**src/rtl/exe_stage.sv**
```systemverilog
// Execute stage: operand forwarding, Val2 shifter, ALU, NZCV flags,
// branch target and the EXE/MEM pipeline register.
module exe_stage (
    input  logic        clk,
    input  logic        rst,
    input  logic        freeze,
    input  logic        wb_en_in,
    input  logic        mem_r_en_in,
    input  logic        mem_w_en_in,
    input  logic        b_in,
    input  logic        s_in,
    input  logic        cin,
    input  logic [3:0]  exe_cmd_in,
    input  logic [31:0] pc_in,
    input  logic [31:0] val_Rn_in,
    input  logic [31:0] val_Rm_in,
    input  logic        imm_in,
    input  logic [11:0] shift_operand_in,
    input  logic [23:0] signed_imm_24_in,
    input  logic [3:0]  dest_in,
    input  logic [1:0]  sel_src1,
    input  logic [1:0]  sel_src2,
    input  logic [31:0] mem_fwd,
    input  logic [31:0] wb_fwd,
    output logic        branch_taken,
    output logic [31:0] branch_addr,
    output logic [3:0]  status,
    output logic        wb_en,
    output logic        mem_r_en,
    output logic        mem_w_en,
    output logic [31:0] alu_res,
    output logic [31:0] val_Rm,
    output logic [3:0]  dest
);

    logic [31:0] op_a;
    logic [31:0] rm_fwd;
    logic [31:0] val2;
    logic [31:0] imm8;
    logic [5:0]  imm_rot;
    logic [4:0]  sh_amt;
    logic [31:0] imm_val;
    logic [31:0] rm_ror;
    logic [32:0] add_r;
    logic [32:0] adc_r;
    logic [32:0] sub_r;
    logic [32:0] sbc_r;
    logic [31:0] alu_out;
    logic        c_nxt;
    logic        v_nxt;

    assign branch_taken = b_in;
    assign branch_addr  = pc_in + {{6{signed_imm_24_in[23]}},
                                   signed_imm_24_in, 2'b00};

    always_comb begin
        unique case (sel_src1)
            2'b01:   op_a = mem_fwd;
            2'b10:   op_a = wb_fwd;
            default: op_a = val_Rn_in;
        endcase
        unique case (sel_src2)
            2'b01:   rm_fwd = mem_fwd;
            2'b10:   rm_fwd = wb_fwd;
            default: rm_fwd = val_Rm_in;
        endcase
    end

    // Shifts by >= 32 yield 0, so a zero rotate leaves the value intact
    assign imm8    = {24'b0, shift_operand_in[7:0]};
    assign imm_rot = {1'b0, shift_operand_in[11:8], 1'b0};
    assign imm_val = (imm8 >> imm_rot) | (imm8 << (6'd32 - imm_rot));
    assign sh_amt  = shift_operand_in[11:7];
    assign rm_ror  = (rm_fwd >> sh_amt)
                   | (rm_fwd << (6'd32 - {1'b0, sh_amt}));

    always_comb begin
        val2 = rm_fwd;
        if (mem_r_en_in | mem_w_en_in) begin
            val2 = {20'b0, shift_operand_in};
        end else if (imm_in) begin
            val2 = imm_val;
        end else begin
            unique case (shift_operand_in[6:5])
                2'b00: val2 = rm_fwd << sh_amt;
                2'b01: val2 = rm_fwd >> sh_amt;
                2'b10: val2 = $signed(rm_fwd) >>> sh_amt;
                2'b11: val2 = rm_ror;
            endcase
        end
    end

    assign add_r = {1'b0, op_a} + {1'b0, val2};
    assign adc_r = {1'b0, op_a} + {1'b0, val2} + {32'b0, cin};
    assign sub_r = {1'b0, op_a} + {1'b0, ~val2} + 33'd1;
    assign sbc_r = {1'b0, op_a} + {1'b0, ~val2} + {32'b0, cin};

    always_comb begin
        alu_out = 32'b0;
        c_nxt   = status[1];
        v_nxt   = status[0];
        case (exe_cmd_in)
            4'b0001: alu_out = val2;
            4'b1001: alu_out = ~val2;
            4'b0010: begin
                {c_nxt, alu_out} = add_r;
                v_nxt = (op_a[31] == val2[31]) & (add_r[31] != op_a[31]);
            end
            4'b0011: begin
                {c_nxt, alu_out} = adc_r;
                v_nxt = (op_a[31] == val2[31]) & (adc_r[31] != op_a[31]);
            end
            4'b0100: begin
                {c_nxt, alu_out} = sub_r;
                v_nxt = (op_a[31] != val2[31]) & (sub_r[31] != op_a[31]);
            end
            4'b0101: begin
                {c_nxt, alu_out} = sbc_r;
                v_nxt = (op_a[31] != val2[31]) & (sbc_r[31] != op_a[31]);
            end
            4'b0110: alu_out = op_a & val2;
            4'b0111: alu_out = op_a | val2;
            4'b1000: alu_out = op_a ^ val2;
            default: alu_out = 32'b0;
        endcase
    end

    always_ff @(posedge clk or posedge rst) begin
        if (rst) begin
            status   <= 4'b0;
            wb_en    <= 1'b0;
            mem_r_en <= 1'b0;
            mem_w_en <= 1'b0;
            alu_res  <= 32'b0;
            val_Rm   <= 32'b0;
            dest     <= 4'b0;
        end else if (!freeze) begin
            wb_en    <= wb_en_in;
            mem_r_en <= mem_r_en_in;
            mem_w_en <= mem_w_en_in;
            alu_res  <= alu_out;
            val_Rm   <= rm_fwd;
            dest     <= dest_in;
            if (s_in) begin
                status <= {alu_out[31], alu_out == 32'b0, c_nxt, v_nxt};
            end
        end
    end

endmodule

```
**config.mk**
```make
export PLATFORM = sky130hd
export DESIGN_NAME = exe_stage
export DESIGN_NICKNAME = d
export VERILOG_FILES = /design/src/rtl/exe_stage.sv
export SDC_FILE = /design/constraint.sdc
export NUM_CORES = 1
export LEC_CHECK = 0
export ABC_AREA = 1
export CAP_MARGIN = 20
export CORE_ASPECT_RATIO = 1.1
export CORE_MARGIN = 2
export CORE_UTILIZATION = 35
export CTS_CLUSTER_DIAMETER = 200
export DETAILED_ROUTE_END_ITERATION = 12
export PLACE_DENSITY_LB_ADDON = 0.08
export SLEW_MARGIN = 20
export SYNTH_ARGS = -nofsm -noshare
export SYNTH_HDL_FRONTEND = slang
export SYNTH_SLANG_ARGS = --single-unit
```
**constraint.sdc**
```tcl
create_clock -name clk -period 5.5 [get_ports clk]
set_input_delay 0.55 -clock clk [delete_from_list [all_inputs] [get_ports clk]]
set_output_delay 0.55 -clock clk [all_outputs]
set_load 0.1 [all_outputs]
```
==> Word level (Yosys, flattened, before mapping) <==
Index checks and enable logic that the tools add are counted.
{ "totals": {"register_bits": 75, "input_bits": 218, "out_inout_bits": 108, "word_cells": 69} }
{ "classes": {"addsub": 8, "eq_ne": 22, "n_shift": 6, "mux": 8, "n_bitwise": 12, "reduce_logical": 5} }
{ "ops": {"columns": ["operator", "n"], "rows": [
  ["$pmux W32 S9", 1],
  ["$pmux W32 S2", 2],
  ["$pmux W32 S4", 1],
  ["$or A32 B32 Y32", 3],
  ["$add A32 B32 Y33", 2],
  ["$add A33 B1 Y33", 2],
  ["$mux W32", 2],
  ["$add A33 B1 Y33 const B", 1],
  ["$add A32 B32 Y32", 1],
  ["$and A32 B32 Y32", 1],
  ["$logic_not A32 Y1", 1],
  ["$not A32 Y32", 1],
  ["$shl A32 B5 Y32", 1],
  ["$shl A32 B6 Y32", 1],
  ["$shl A8 B6 Y32", 1],
  ["$shr A32 B5 Y32", 1],
  ["$shr A8 B5 Y32", 1],
  ["$sshr A32 B5 Y32", 1],
  ["$xor A32 B32 Y32", 1],
  ["$eq A4 B3 Y1 const B", 4],
  ["$sub A6 B5 Y6 const A", 2],
  ["$eq A2 B2 Y1 const B", 4],
  ["$eq A4 B2 Y1 const B", 2],
  ["$eq A4 B4 Y1 const B", 2],
  ["other kinds (12)", 22]
]} }

==> Depth between registers and ports, before layout <==
{ "logic_depth": {"word_depth": 13, "depth_mapped": 49, "mapped_depth_nobuf": 48} }

==> Worst setup path before layout <==
No wires, ideal clock.
{ "synth_path": {"path_kind": "input port to flip-flop", "from": "input port shift_operand_in[8]", "to": "register status[2]", "setup_time_ps": 68, "arrival_time_ps": 5391, "required_ps": 5432, "slack_ps": 42, "path_stages": 43, "path_buffers": 4, "cell_sequence": "inv_2 clkbuf_1 clkbuf_1 ha_1 clkbuf_1 clkinv_1 clkbuf_1 nand4_1 o21ai_1 a21oi_1 nand2_1 nand2_1 nand2_1 nand2_1 nand2_1 inv_1 ha_1 inv_1 [7 not listed] nand3_2 nor2_2 nand2_2 nor2_4 nand2_2 inv_2 nand2_2 nor2_4 nand2_1 nand3_1 nand3b_1 nor2_2 nand2_1 nor2_1 nand3_1 nor2_1 nand2_1 nand2_1"} }
{ "synth_between": {"elab_chain_len": 11, "word_cells_on_any_way": 24, "classes_between": "7 x add/sub; 6 x shift; 4 x mux; 6 x bitwise; 1 x reduce/logical"} }
{ "synth_lines": {"columns": ["element", "line", "text"], "rows": [
  ["from (decl)", "18", "input logic [11:0] shift_operand_in,"],
  ["$sub A6 B5 Y6", "75", "| (rm_fwd << (6'd32 - {1'b0, sh_amt}));"],
  ["$shl A32 B6 Y32", "75", null],
  ["$or A32 B32 Y32", "75", null],
  ["$pmux W32 S4", "84", "unique case (shift_operand_in[6:5])"],
  ["$mux W32", "81", "end else if (imm_in) begin"],
  ["$mux W32 (*)", "79", "if (mem_r_en_in | mem_w_en_in) begin"],
  ["$not A32 Y32", "95, 96, 104", null],
  ["$add A32 B32 Y33", "95, 96", null],
  ["$add A33 B1 Y33 (on tied branches)", "96, 95", null],
  ["$pmux W32 S9 (*)", "102", "case (exe_cmd_in)"],
  ["$logic_not A32 Y1 (*)", "145", "status <= {alu_out[31], alu_out == 32'b0, c_nxt, v_nxt};"],
  ["to (signal assigned)", "145", null],
  ["to (decl)", "27", "output logic [3:0] status,"]
]} }
Mark *: on every way between the ends. The rest lies on a longest branch, timed or not.
A chain may end at the register's enable or synchronous reset.

==> Final worst setup path <==
{ "layout_path": {"from": "input port sel_src2[1]", "to": "register status[2]"} }
{ "layout_between": {"elab_chain_len": 12, "word_cells_on_any_way": 22, "classes_between": "5 x add/sub; 2 x eq/ne; 4 x shift; 5 x mux; 5 x bitwise; 1 x reduce/logical"} }
{ "layout_lines": {"columns": ["element", "line", "text"], "rows": [
  ["from (decl)", "22", "input logic [1:0] sel_src2,"],
  ["$eq A2 B2 Y1 or $eq A2 B1 Y1 (tied branches)", "62", "unique case (sel_src2)"],
  ["$pmux W32 S2 (*)", "62", null],
  ["$shl A32 B6 Y32 or $shr A32 B5 Y32 (tied branches)", "75, 74, 86", null],
  ["$or A32 B32 Y32", "75", null],
  ["$pmux W32 S4 (*)", "84", null],
  ["$mux W32 (*)", "81", null],
  ["$mux W32 (*)", "79", null],
  ["$not A32 Y32", "95, 96, 104", null],
  ["$add A32 B32 Y33", "95, 96", null],
  ["$add A33 B1 Y33 (on tied branches)", "96, 95", null],
  ["$pmux W32 S9 (*)", "102", null],
  ["$logic_not A32 Y1 (*)", "145", null]
]} }
Marks and branches as above.

==> results.txt <==
----------------------------------------------------
[Outcome]
  Run status ... finished with violations
  Violated checks ... negative setup slack

[Logic synthesis]
  Cell type with the largest total area after synthesis ... sky130_fd_sc_hd__nand2_1
  Synth warn ... 0
  Syn Area/Cell ... 5.19 um2
  Top cell type's share of synthesized area ... 25.6%
  Cell types occupying the most area after synthesis ... sky130_fd_sc_hd__nand2_1, sky130_fd_sc_hd__nand3_1, sky130_fd_sc_hd__dfrtp_1
  Number of flops mapped to enable cells by yosys ... 0
  Post-synthesis sequential area ratio ... 8.12%
  Combined area of all synthesized cells ... 23,100 um2
  Synth Net Count ... 4,812
  Count of mapped cells out of synthesis ... 4,454
  Total of flip-flops plus latches after synthesis ... 75
  Share of flip-flops with an asynchronous set or reset after synthesis ... 100%
  Number of library cell types mapped by synthesis ... 63
  Main flop type after synthesis ... sky130_fd_sc_hd__dfrtp_1

[STA]
  Ratio of final minimum period to clock period ... 108%
  Final worst hold slack ... 407 ps
  F_max ... 168 MHz
  Max Clock Skew ... 0 ps
  Worst slew margin relative to its limit ... 24.0%
  RSZ-0062 raised after global routing ... yes
  Worst Max-Slew Pin Slew ... 1140 ps
  Fin worst setup slack ... -463 ps
  Final setup violation count ... 28
  Final hold violations ... 0
  Number of slew-limit violations in the final report ... 0
  Shortest clock period the worst path allows after layout ... 5960 ps

[Setup path]
  Worst path arrival time ... 6290 ps
  Delay of the slowest critical-path stage ... 450 ps
  Worst Setup SP ... sel_src2[1]
  Maximum net fanout on the critical path ... 7
  Worst setup EP type ... register
  Critical path data required time ... 5820 ps
  Standard cell with the maximum stage delay on the critical path ... sky130_fd_sc_hd__a21oi_4
  Destination of the worst register-to-register timing path ... wb_en$_DFFE_PP0N_
  Cell family with most CP delay ... simple AND/OR/NAND/NOR gates
  Worst R2R Path Depth ... 2
  Critical path type ... primary input to register
  Sum of buffers and inverters on the critical path ... 10
  Critical Path Source Type ... primary input
  Most frequent CP cell ... sky130_fd_sc_hd__nand2_1
  Number of cells on the critical path ... 47
  Worst setup path end ... status[2]$_DFFE_PP0P_
  Reg2reg start ... wb_en$_DFFE_PP0N_
  Internal reg-to-reg setup slack ... 4630 ps

[Die]
  Die footprint ... 68,100 um2
  FP Rows ... 98
  Core area ... 65,200 um2
  Die H ... 274 um
  Number of top-level pins ... 326
  Starting density of the core ... 35.4%
  Die outline width ... 249 um

[Detailed routing]
  Iteration-0 DRC count of the detailed router ... 4,052
  Avg Vias per Cell ... 5.58
  Pre-Repair DR Iteration Count ... 9
  Vias ... 37,748
  DR DRC count ... 0
  Number of nets with antenna violations after detailed routing ... 0
  Wirelength, routed ... 163 mm
  Avg WL per Cell ... 24.1 um

[Place]
  Detailed placement HPWL ... 132 mm
  Worst slack after detailed placement ... -1980 ps
  Port Buffer Count ... 319
  Weighted congestion reported at the end of routability-driven placement ... 1.12

[Layout]
  Number of nets in the layout ... 6,265
  Commonest non-fill, non-tap cell in the layout ... sky130_fd_sc_hd__nand2_1
  Area growth from synthesis to layout ... 77.8%
  Most used cells in the layout excluding fill and tap cells ... sky130_fd_sc_hd__nand2_1, sky130_fd_sc_hd__buf_4, sky130_fd_sc_hd__nand3_1
  Post-layout util ... 63.0%
  Number of diodes ... 0
  Share of final-layout standard cells stronger than drive strength 1 ... 40.5%

[Pwr]
  VDD IR-drop max ... 0.442 mV
  Net switching power ... 5.79 mW
  P per Cell Area ... 244 nW/um2
  Total leakage power ... 20.7 nW
  Part of the total power dissipated in sequential elements ... 6.9%
  Switching power as a share of total power ... 57.8%
  Internal Pwr Total ... 4.22 mW
  Portion of total power attributed to combinational logic ... 86.9%
  Share of power burned in the clock network ... 6.1%

[GRT]
  Global router's overall resource usage ... 45.8%
  Sum of overflow across all layers after global routing ... 0
  Global-route wire length before repair ... 232 mm
  Number of antenna violations at the first check in global routing ... 3
  Largest net degree at the start of global routing ... 64
  Vias in the first global route ... 36,314

[CTS]
  CTS Root Buffer Type ... sky130_fd_sc_hd__clkbuf_16
  Clk sinks ... 75
  CTS Buf Count ... 9
  Maximum level of the CTS H-tree ... 3
  Clk_lat worst skew ... 370 ps
  Number of hold buffers added after CTS ... 0
  Clock Pin Slew Worst Setup and Hold Paths ... 80 ps
  Maximum root-to-sink buffer count ... 2
  Clock tree from TritonCTS ... yes

[Flow run]
  Number of max-cap violations ... 0

[Hold path]
  Class of the most critical hold timing path ... primary input to asynchronous set/reset pin

----------------------------------------------------
==> cells in the mapped netlist, types with 12 or more instances <==
| cell | count |
|---|---|
| sky130_fd_sc_hd__nor2_1 | 328 |
| sky130_fd_sc_hd__o21ai_1 | 16 |
| sky130_fd_sc_hd__buf_4 | 12 |
| sky130_fd_sc_hd__or2_2 | 18 |
| sky130_fd_sc_hd__o21bai_1 | 13 |
| sky130_fd_sc_hd__xor2_1 | 23 |
| sky130_fd_sc_hd__nand3_1 | 666 |
| sky130_fd_sc_hd__o21ai_0 | 218 |
| sky130_fd_sc_hd__nand2_1 | 1579 |
| sky130_fd_sc_hd__nand2_2 | 69 |
| sky130_fd_sc_hd__nor3_1 | 30 |
| sky130_fd_sc_hd__nor2_2 | 42 |
| sky130_fd_sc_hd__clkinv_1 | 14 |
| sky130_fd_sc_hd__ha_1 | 137 |
| sky130_fd_sc_hd__inv_1 | 451 |
| sky130_fd_sc_hd__inv_2 | 47 |
| sky130_fd_sc_hd__nand4_1 | 96 |
| sky130_fd_sc_hd__a221o_1 | 31 |
| sky130_fd_sc_hd__a31oi_1 | 17 |
| sky130_fd_sc_hd__nand3_2 | 18 |
| sky130_fd_sc_hd__o2111ai_1 | 20 |
| sky130_fd_sc_hd__clkbuf_1 | 91 |
| sky130_fd_sc_hd__dfrtp_1 | 75 |
| sky130_fd_sc_hd__buf_1 | 27 |
| sky130_fd_sc_hd__buf_2 | 43 |
| sky130_fd_sc_hd__a21oi_1 | 201 |
| sky130_fd_sc_hd__or2_1 | 15 |
| sky130_fd_sc_hd__nor2_4 | 29 |
==> per-stage QoR <==
stage | power [mW] | TNS (ps) | cell area (um2) | instances
floorplan | 4.37 | 0 | 23100 | 4454
global placement | 7.86 | -54970 | 35500 | 6593
detailed placement | 7.85 | -53400 | 35500 | 6593
CTS | 9.19 | -568 | 39000 | 6699
global route | 10.4 | -11110 | 41100 | 6762
finish | 10.0 | -5420 | 41100 | 6762
==> registers in the layout (all words and copies together) (netlist names) <==
register and cells:
alu_res 32, mem_r_en 1, wb_en 1, dest 4, val_Rm 32, mem_w_en 1, status 4
==> power by group through the flow <==
stage               Clock, mW  Combinational (mW)  Sequential (mW)
floorplan                   0                3.07             1.30
global placement            0                7.16            0.701
detailed placement          0                7.15            0.703
CTS                     0.619                7.88            0.694
global route            0.638                9.07            0.703
finish                  0.614                8.70            0.693
==> metal layers <==
layer,vias up,GRT usage [%],routed length (um)
met3,806,8.93,14600
met1,17361,49.8,57100
met5,-,0,40
li1,17483,-,-
met2,2092,75.3,72200
met4,6,43.6,19300
==> what timing repair did <==
item,4_1_cts,5_1_grt
setup endpoints to repair,35,33
gates cloned,3,1
pin swaps,179,247
resized for setup,682,441
setup buffers,87,64
==> cell families after synthesis <==
group	synth area share [%]
simple gates	56.3
compound gates	14.4
xor+xnor	1.32
mux	0.0433
flops	8.12
buf+inv	12.1
fa+ha+maj	7.68
==> worst min path at each step <==
stage | startpoint | to | slack (ps) | cells past startpoint
global placement | val_Rm[18]$_DFFE_PP0N_ | val_Rm[18]$_DFFE_PP0N_ | 460 | 2
finish | rst | dest[0]$_DFFE_PP0N_ | 410 | 2
global route | rst | mem_r_en$_DFFE_PP0N_ | 440 | 2
floorplan | dest_in[0] | dest[0]$_DFFE_PP0N_ | 660 | 2
CTS | rst | mem_r_en$_DFFE_PP0N_ | 410 | 2
detailed placement | alu_res[22]$_DFFE_PP0N_ | alu_res[22]$_DFFE_PP0N_ | 470 | 2
==> layout make-up <==
type | instances | area (um2)
timing repair inverter | 1 | 7.51
tap | 850 | 1060
timing repair buffer | 1624 | 13600
fill | 6525 | 24100
clock inverter | 7 | 57.6
inverter | 515 | 1970
multi-input combinational | 3681 | 22300
sequential | 75 | 1880
clock buffer | 9 | 225
Note: power is estimated with default switching activity, not from simulation.
